[src/rtl/reg_dump_if.sv]
// Stream interface for register dump beats.
// The master drives valid/data/addr/last and the slave drives ready.
interface reg_dump_if #(
    parameter int ADDR_W = 5,
    parameter int DATA_W = 32
);
    logic              m_valid;
    logic              m_ready;
    logic [DATA_W-1:0] m_data;
    logic [ADDR_W-1:0] m_addr;
    logic              m_last;

    modport master (output m_valid, output m_data, output m_addr, output m_last, input m_ready);
    modport slave  (input m_valid, input m_data, input m_addr, input m_last, output m_ready);
endinterface

[src/rtl/reg_dump_reader.sv]
// Register-file dump reader.
// After a start pulse, walks an address window through one register-file
// read port. Each value is streamed out as one valid/ready beat, tagged
// with its address and a last flag. Abort ends the dump early. A done
// pulse marks the end of every dump, whether it completed or was aborted.
module reg_dump_reader #(
    parameter int ADDR_W   = 5,
    parameter int DATA_W   = 32,
    parameter int NUM_REGS = 32
) (
    input  logic              clk,
    input  logic              rst_n,
    input  logic              start,
    input  logic [ADDR_W-1:0] start_addr,
    input  logic [ADDR_W:0]   count,
    input  logic              abort,
    output logic [ADDR_W-1:0] rf_rd_addr,
    input  logic [DATA_W-1:0] rf_rd_data,
    reg_dump_if.master        m,
    output logic              busy,
    output logic              done
);
    typedef enum logic {IDLE, RUN} state_t;

    state_t              state_q;
    logic [ADDR_W-1:0]   ptr_q;
    logic [ADDR_W-1:0]   ptr_d;
    logic [ADDR_W:0]     remain_q;
    logic [DATA_W-1:0]   data_q;
    logic [ADDR_W-1:0]   addr_q;
    logic                valid_q;
    logic                last_q;
    logic                busy_q;
    logic                done_q;
    logic                accept;
    logic                load;

    // The sink takes the current beat.
    assign accept = valid_q && m.m_ready;

    // Fetch the next register when the output slot is empty or is emptying now.
    assign load = (state_q == RUN) && (remain_q != '0) && (!valid_q || m.m_ready);

    // Address walk wraps at the top of the register file.
    assign ptr_d = (ptr_q == ADDR_W'(NUM_REGS - 1)) ? '0 : ptr_q + 1'b1;

    // The read port address is the walk pointer itself, so it is registered and holds in IDLE.
    assign rf_rd_addr = ptr_q;
    assign m.m_valid  = valid_q;
    assign m.m_data   = data_q;
    assign m.m_addr   = addr_q;
    assign m.m_last   = last_q;
    assign busy       = busy_q;
    assign done       = done_q;

    // Control FSM with registered stream outputs.
    always_ff @(posedge clk or negedge rst_n) begin
        if (!rst_n) begin
            state_q  <= IDLE;
            ptr_q    <= '0;
            remain_q <= '0;
            data_q   <= '0;
            addr_q   <= '0;
            valid_q  <= 1'b0;
            last_q   <= 1'b0;
            busy_q   <= 1'b0;
            done_q   <= 1'b0;
        end else begin
            done_q <= 1'b0;
            case (state_q)
                IDLE: begin
                    if (start) begin
                        ptr_q    <= start_addr;
                        remain_q <= (count == '0) ? (ADDR_W+1)'(NUM_REGS) : count;
                        state_q  <= RUN;
                        busy_q   <= 1'b1;
                    end
                end
                RUN: begin
                    if (abort) begin
                        // Any pending beat is dropped.
                        valid_q  <= 1'b0;
                        last_q   <= 1'b0;
                        remain_q <= '0;
                        state_q  <= IDLE;
                        busy_q   <= 1'b0;
                        done_q   <= 1'b1;
                    end else if (accept && last_q) begin
                        valid_q <= 1'b0;
                        last_q  <= 1'b0;
                        state_q <= IDLE;
                        busy_q  <= 1'b0;
                        done_q  <= 1'b1;
                    end else if (load) begin
                        data_q   <= rf_rd_data;
                        addr_q   <= ptr_q;
                        valid_q  <= 1'b1;
                        last_q   <= (remain_q == (ADDR_W+1)'(1));
                        ptr_q    <= ptr_d;
                        remain_q <= remain_q - 1'b1;
                    end else if (accept) begin
                        valid_q <= 1'b0;
                    end
                end
                default: state_q <= IDLE;
            endcase
        end
    end
endmodule

[src/flat_wrapper.sv]
// flat-port wrapper written by rule: the top's interface ports become plain ports
module reg_dump_reader_flat 
#(
    parameter int ADDR_W   = 5,
    parameter int DATA_W   = 32,
    parameter int NUM_REGS = 32
)
  (clk, rst_n, start, start_addr, count, abort, rf_rd_addr, rf_rd_data, busy, done, m_m_valid, m_m_data, m_m_addr, m_m_last, m_m_ready);
  reg_dump_if #(.ADDR_W(ADDR_W), .DATA_W(DATA_W)) m_i ();
  input  logic clk;
  input  logic rst_n;
  input  logic start;
  input  logic [ADDR_W-1:0] start_addr;
  input  logic [ADDR_W:0] count;
  input  logic abort;
  output logic [ADDR_W-1:0] rf_rd_addr;
  input  logic [DATA_W-1:0] rf_rd_data;
  output logic busy;
  output logic done;
  output wire logic [$bits(m_i.m_valid)-1:0] m_m_valid;
  output wire logic [$bits(m_i.m_data)-1:0] m_m_data;
  output wire logic [$bits(m_i.m_addr)-1:0] m_m_addr;
  output wire logic [$bits(m_i.m_last)-1:0] m_m_last;
  input wire logic [$bits(m_i.m_ready)-1:0] m_m_ready;
  assign m_m_valid = m_i.m_valid;
  assign m_m_data = m_i.m_data;
  assign m_m_addr = m_i.m_addr;
  assign m_m_last = m_i.m_last;
  assign m_i.m_ready = m_m_ready;
  reg_dump_reader #(.ADDR_W(ADDR_W), .DATA_W(DATA_W), .NUM_REGS(NUM_REGS)) u_core (.clk(clk), .rst_n(rst_n), .start(start), .start_addr(start_addr), .count(count), .abort(abort), .rf_rd_addr(rf_rd_addr), .rf_rd_data(rf_rd_data), .m(m_i), .busy(busy), .done(done));
endmodule
[config.mk]
export PLATFORM = sky130hd
export DESIGN_NAME = reg_dump_reader_flat
export DESIGN_NICKNAME = d
export VERILOG_FILES = /design/src/rtl/reg_dump_if.sv /design/src/rtl/reg_dump_reader.sv /design/src/flat_wrapper.sv
export SDC_FILE = /design/constraint.sdc
export NUM_CORES = 1
export LEC_CHECK = 0
export CORE_MARGIN = 2
export CORE_UTILIZATION = 40
export DETAILED_ROUTE_END_ITERATION = 7
export PLACE_DENSITY = 0.85
export SYNTH_ARGS = -nofsm -noshare
export SYNTH_HDL_FRONTEND = slang
export SYNTH_SLANG_ARGS = --single-unit
[constraint.sdc]
create_clock -name clk -period 1.7 [get_ports clk]
set_clock_uncertainty 0.15 [all_clocks]
set_input_delay 0.425 -clock clk [delete_from_list [all_inputs] [get_ports clk]]
set_output_delay 0.425 -clock clk [all_outputs]
set_load 0.005 [all_outputs]
==> flow_summary.json, run 1 <==
{
  "dr.first_iter.drc_count": 93,
  "hold_viol": 0,
  "slew_headroom_pct": 81.39,
  "drc_errors": 0,
  "initial_utilization_pct": 41.96,
  "synth_seq_cells": 53,
  "fin_crit_sh_pct": 105.2,
  "drt.antenna.violating_nets": 0,
  "diodes": 0,
  "r2r_slack_ns": -0.09,
  "synth_edf_count": 0,
  "hp-start": "u_core.m.m_addr[0]$_DFFE_PN0P_",
  "ctsRootBufferMaster": "clkbuf_8",
  "slowest_delay_ns": 0.41,
  "dr_wl_met2_microns": 3719,
  "reg2reg_to": "u_core.m.m_data[14]$_DFFE_PN0P_",
  "dieArea_sq_um": 6934,
  "finalSetupTns_ns": -2.281,
  "swShare_pct": 31.94,
  "cp-startpoint": "u_core.remain_q[3]$_DFFE_PN0P_",
  "ir_drop_v": 0.0007581,
  "rr_worst_depth": 6,
  "hold_end": "u_core.m.m_addr[0]$_DFFE_PN0P_",
  "rows": 28,
  "power.leakage_nw": 1.957,
  "final_cell_area_sq_um": 4249,
  "power.density_nw_per_um2": 1516,
  "dr_total_vias": 2165,
  "areaGrowthSynthToFinish_pct": 69.04,
  "power_frac_seq_pct": 34.3,
  "ys_top_cells_by_area": "dfrtp_1 53%, mux2_4 16%, mux2_2 4.9%",
  "pwr-share-clk_pct": 11.1,
  "synth_ff_type": "dfrtp_1",
  "wl_met1_microns": 2758,
  "post-place-ws_ns": -0.5195,
  "cp_max_fo": 7,
  "io_pins": 94,
  "dp_hpwl_microns": 4767,
  "yosysWarnings": 0,
  "nets": 400,
  "clk_latency_ns": 0.30,
  "grt_max_degree": 54,
  "grt_overflow": 0,
  "cap_violations": 0,
  "path_clk_slew_ns": 0.09,
  "via_per_inst": 5.118,
  "cts_tree": "built",
  "cts_sinks": 53,
  "die_h_microns": 83.27,
  "final_util_pct": 70.93,
  "cp.required_ns": 1.74,
  "syn_avg_cell_area_sq_um": 13.37,
  "routed.top_layer": "met4",
  "final_cell_mix": "50 x buf_4, 50 x dfrtp_1, 47 x dlygate4sd2_1",
  "drive_gt1_share_pct": 37.36,
  "syn-cell-area_sq_um": 2514,
  "coreArea_sq_um": 5991,
  "die_w_microns": 83.27,
  "synth_cells": 188,
  "cp.arrival_ns": 1.83,
  "met3_length_microns": 401,
  "htree_num_levels": 2,
  "outcome": "finished, violations left",
  "n_fill_cell": 407,
  "dr.pass1.iters": 4,
  "holdPathStages": 1,
  "cp-start-kind": "flop",
  "clk_path_buf_depth": 2,
  "fin_crit_ns": 1.788,
  "routed_wl_microns": 6951,
  "synth_nets": 241,
  "ys_types": 37,
  "p_sw_mw": 2.057,
  "fin_ws_ns": -0.08846,
  "critPathSlowestCell": "dfrtp_1",
  "worstSetupPathType": "flop to flop",
  "netlist.area_leader.share_pct": 52.76,
  "intPower_mw": 4.383,
  "wl_per_cell_microns": 16.43,
  "antenna_found_initial": 0,
  "place_area_sq_um": 3796,
  "grt_pass1_wl_microns": 11230,
  "yosys.area.top_type": "dfrtp_1",
  "max_freq_mhz": 559.1,
  "async_reset_ff_share_pct": 100.0,
  "path_cells": "nor3_4 -> nand3_2 -> and2_4 -> buf_4 -> buf_12 -> mux2_4",
  "finalSetupViolCount": 34,
  "tightest_slew_ns": 0.2791,
  "comb_power_share_pct": 54.6,
  "crit_path_end_kind": "flop",
  "violations": "negative setup slack",
  "io_buffers": 93,
  "min_path_type": "flop to flop",
  "final_max_slew_viol_count": 0,
  "r2r-start": "u_core.remain_q[3]$_DFFE_PN0P_",
  "grt_usage_pct": 20.03,
  "place.gp.congestion": 0.9238,
  "grt_pass1_vias": 2273,
  "numCtsBuffers": 5,
  "grt_setup_unrepaired": "true",
  "ys_seq_area_share_pct": 52.76
}
[area by class of cell]
class	count	area [sq um]	area share [%]
sequential	53	1330	31.30
tap	75	93.84	2.208
clock inverter	2	15.01	0.3534
inverter	6	22.52	0.5300
clock buffer	6	72.57	1.708
multi-input combinational	123	1199	28.21
timing repair buffer	158	1516	35.69
[metrics by stage]
| step | std cells | power, mW | hold WS (ns) |
|---|---|---|---|
| after floorplan | 188 | 3.606 | -0.02059 |
| after CTS | 418 | 6.273 | 0.3636 |
| after global routing | 423 | 6.856 | 0.3899 |
| after global placement | 383 | 5.293 | 0.2883 |
| after detailed placement | 383 | 5.428 | 0.2930 |
| final | 423 | 6.440 | 0.3615 |
[registers in the layout (all words and copies together), names as in the netlist]
name / flops
u_core.m.m_last: 1
u_core.busy: 1
u_core.m.m_data: 32
u_core.rf_rd_addr: 5
u_core.remain_q: 6
u_core.done: 1
u_core.m.m_addr: 5
u_core.state_q: 1
u_core.m.m_valid: 1
[power groups by stage]
stage / clock network [mW] / logic, mW / registers, mW
2_1_floorplan: 0 / 1.31 / 2.29
3_3_place_gp: 0 / 3.07 / 2.23
3_5_place_dp: 0 / 3.17 / 2.26
4_1_cts: 0.731 / 3.36 / 2.18
5_1_grt: 0.791 / 3.77 / 2.30
6_report: 0.715 / 3.52 / 2.21
[cells in the mapped netlist, types with 4 or more instances]
cell      n
dfrtp_1  53
ha_1      5
a21oi_1   5
a31oi_1   4
mux2_2   11
o21ai_0   4
mux2_4   26
inv_1     5
nor2b_1   4
nor3_1    4
a221o_1   4
nand2_1  11
nand3_1   5
nor2_1   11
[worst max path at each step]
stage | endpoint | slack, ns
after global placement | u_core.m.m_data[14]$_DFFE_PN0P_ | -0.47
after floorplan | u_core.m.m_data[10]$_DFFE_PN0P_ | -0.07
final | u_core.m.m_data[14]$_DFFE_PN0P_ | -0.09
after CTS | u_core.m.m_data[22]$_DFFE_PN0P_ | -0.11
after global routing | u_core.m.m_data[0]$_DFFE_PN0P_ | -0.16
after detailed placement | u_core.m.m_data[25]$_DFFE_PN0P_ | -0.52
[layer usage]
metal / global-route usage (%) / vias up
met5: 0 / -
met3: 3.877 / 10
li1: - / 1013
met4: 5.365 / 0
met1: 24.04 / 1055
met2: 36.51 / 87
[cells by family after synthesis]
kind of cell             share of synthesized area, %
multiplexers                                    21.25
adder cells (fa/ha/maj)                         2.489
flip-flops                                      52.76
AND/OR/NAND/NOR                                 9.208
buffers and inverters                           3.385
AO/OA/AOI/OAI                                   10.90
[worst max-delay path, delay by kind of cell, from the launching register on]
family / cells / cell delay, ns
AND/OR/NAND/NOR: 3 / 0.55
multiplexers: 1 / 0.30
flip-flops: 1 / 0.41
buffers and inverters: 2 / 0.27
[what timing repair did]
| item | in CTS | in global routing |
|---|---|---|
| setup endpoints to repair | 92 | 49 |
| resized for setup | 59 | 18 |
| buffers inserted | 24 | 6 |
| hold buffers | 1 | 0 |
| hold endpoints to repair | 53 | 0 |
| pin swaps | 5 | 6 |
| cloned | 3 | 0 |
Note: power is estimated with default switching activity, not from simulation.
==> inputs of run 2 (changes only) <==
--- a/config.mk
+++ b/config.mk
@@ -9,6 +9,7 @@
 export CORE_UTILIZATION = 40
 export DETAILED_ROUTE_END_ITERATION = 7
 export PLACE_DENSITY = 0.85
+export SETUP_SLACK_MARGIN = 0.3
 export SYNTH_ARGS = -nofsm -noshare
 export SYNTH_HDL_FRONTEND = slang
 export SYNTH_SLANG_ARGS = --single-unit
==> run 2 against run 1 <==
  * The run still ends with negative setup slack left
  * Register-to-register slack is essentially flat
  * Sequential power about the same
  * Utilization is 0.40 points higher
  * Worst setup slack improved by 0.0016 ns
  * Largest power group unchanged
  * First-iteration DRC count up 20%
  * Die area did not move
  * Via count up 6.0%
  * Clock power rose by 22%
  * Highest routed layer unchanged
  * Total power increased by 8.1%
  * Wire length rose by 3.7%
==> flow_summary.json, run 2 (synthesis results as in run 1) <==
{
  "ir_drop_v": 0.0007741,
  "final_cell_mix": "67 x buf_4, 52 x dfrtp_1, 44 x clkdlybuf4s50_1",
  "cp.required_ns": 1.73,
  "outcome": "finished, violations left",
  "final_max_slew_viol_count": 0,
  "hold_viol": 0,
  "crit_path_end_kind": "flop",
  "drt.antenna.violating_nets": 0,
  "layout_commonest_cell": "buf_4",
  "grt_pass1_wl_microns": 11380,
  "cp.arrival_ns": 1.82,
  "hold_ws_ns": 0.3614,
  "slowest_delay_ns": 0.40,
  "power.density_nw_per_um2": 1630,
  "coreArea_sq_um": 5991,
  "grt_pass1_vias": 2289,
  "initial_utilization_pct": 41.96,
  "largest_register_ffs": 32,
  "grt_max_degree": 54,
  "grt_setup_unrepaired": "true",
  "finalSetupTns_ns": -2.304,
  "io_buffers": 93,
  "min_path_type": "flop to flop",
  "dr.pass1.iters": 4,
  "violations": "negative setup slack",
  "die_h_microns": 83.27,
  "diodes": 0,
  "rows": 28,
  "antenna_found_initial": 0,
  "via_per_inst": 5.167,
  "grt_overflow": 0,
  "post-place-ws_ns": -0.5002,
  "tightest_slew_ns": 0.3256,
  "finalSetupViolCount": 36,
  "worstSetupPathType": "flop to flop",
  "htree_num_levels": 2,
  "clk_latency_ns": 0.30,
  "clk_path_buf_depth": 2,
  "critPathBufInv": 2,
  "cts_sinks": 53,
  "path_cells": "buf_6 -> nand2b_4 -> a21oi_4 -> and2_4 -> buf_12 -> mux2_4",
  "cp-start-kind": "flop",
  "fin_crit_ns": 1.787,
  "dieArea_sq_um": 6934,
  "grt_usage_pct": 20.17,
  "cts_tree": "built",
  "areaGrowthSynthToFinish_pct": 69.99,
  "cap_violations": 0,
  "max_freq_mhz": 559.6,
  "routed_wl_microns": 7207,
  "path_clk_slew_ns": 0.09,
  "critPathSlowestCell": "dfrtp_1",
  "wl_per_cell_microns": 16.23,
  "die_w_microns": 83.27,
  "p_total_mw": 6.964,
  "dr.first_iter.drc_count": 112,
  "place.gp.congestion": 0.8964,
  "r2r_slack_ns": -0.09,
  "ctsRootBufferMaster": "clkbuf_8",
  "numCtsBuffers": 5,
  "dp_hpwl_microns": 4495,
  "slew_headroom_pct": 78.25,
  "power.leakage_nw": 2.051,
  "dr_total_vias": 2294,
  "cp_max_fo": 18,
  "fin_crit_sh_pct": 105.1,
  "drc_errors": 0,
  "nets": 421,
  "io_pins": 94,
  "timing.critical_path.max_delay_family": "flip-flops",
  "fin_ws_ns": -0.08685,
  "drive_gt1_share_pct": 53.39
}
run 2: cell types whose count changed in the layout (fill, tap and decap cells not counted), sizes merged, moves of 2 or more:
cell,before,now
dlygate4sd2,47,2
clkbuf,6,8
buf,63,131
bufbuf,2,0
clkinvlp,2,0
run 2: timing repair:
item | CTS | global route
resized for setup | 220 | 12
setup buffers | 30 | 20
endpoints found under the hold margin | 53 | 0
endpoints found under the setup margin | 96 | 97
pin swaps | 7 | 4
hold buffers | 1 | 0
run 2: stage by stage:
stage,utilization [%],instance area [sq um],cells
floorplan,-,2539,188
global placement,63.24,3789,385
detailed placement,63.24,3789,385
CTS,67.94,4070,424
global route,71.32,4273,444
finish,71.32,4273,444
run 2: cell type report:
cell class / count / area [sq um]
tap: 75 / 93.84
inverter: 6 / 22.52
timing repair buffer: 179 / 1458
fill: 411 / 1718
clock buffer: 7 / 86.33
clock inverter: 1 / 30.03
multi-input combinational: 123 / 1255
sequential: 53 / 1328
run 2: power breakdown:
| part | switching [mW] | internal [mW] |
|---|---|---|
| sequential | 0.346 | 1.85 |
| clock | 0.392 | 0.480 |
| combinational | 1.42 | 2.47 |
run 2: worst reg2reg max path, stage by stage (launching register included):
cell and delay (ns):
dfrtp_1 0.40, buf_6 0.12, nand2b_4 0.15, a21oi_4 0.16, and2_4 0.20, buf_12 0.18
mux2_4 0.33
run 2: final timing paths:
kind                                                 startpoint                              end  depth (start not counted)
min in group asynchronous                                 rst_n     u_core.m.m_valid$_DFFE_PN0P_                          3
worst max register to register      u_core.m.m_last$_DFFE_PN0P_  u_core.m.m_data[12]$_DFFE_PN0P_                          6
worst min-delay path            u_core.m.m_data[20]$_DFFE_PN0P_  u_core.m.m_data[20]$_DFFE_PN0P_                          1
max in group asynchronous                                 rst_n   u_core.m.m_addr[2]$_DFFE_PN0P_                          3
worst max-delay path                u_core.m.m_last$_DFFE_PN0P_  u_core.m.m_data[12]$_DFFE_PN0P_                          6
worst min register to register  u_core.m.m_data[20]$_DFFE_PN0P_  u_core.m.m_data[20]$_DFFE_PN0P_                          1
run 2: layer usage:
layer	global-route usage (%)	vias to the layer above	wire (microns)
met5	0	-	0
met4	5.514	0	201
met3	4.473	28	401
met2	34.82	100	3598
met1	25.48	1120	3005
li1	-	1046	-
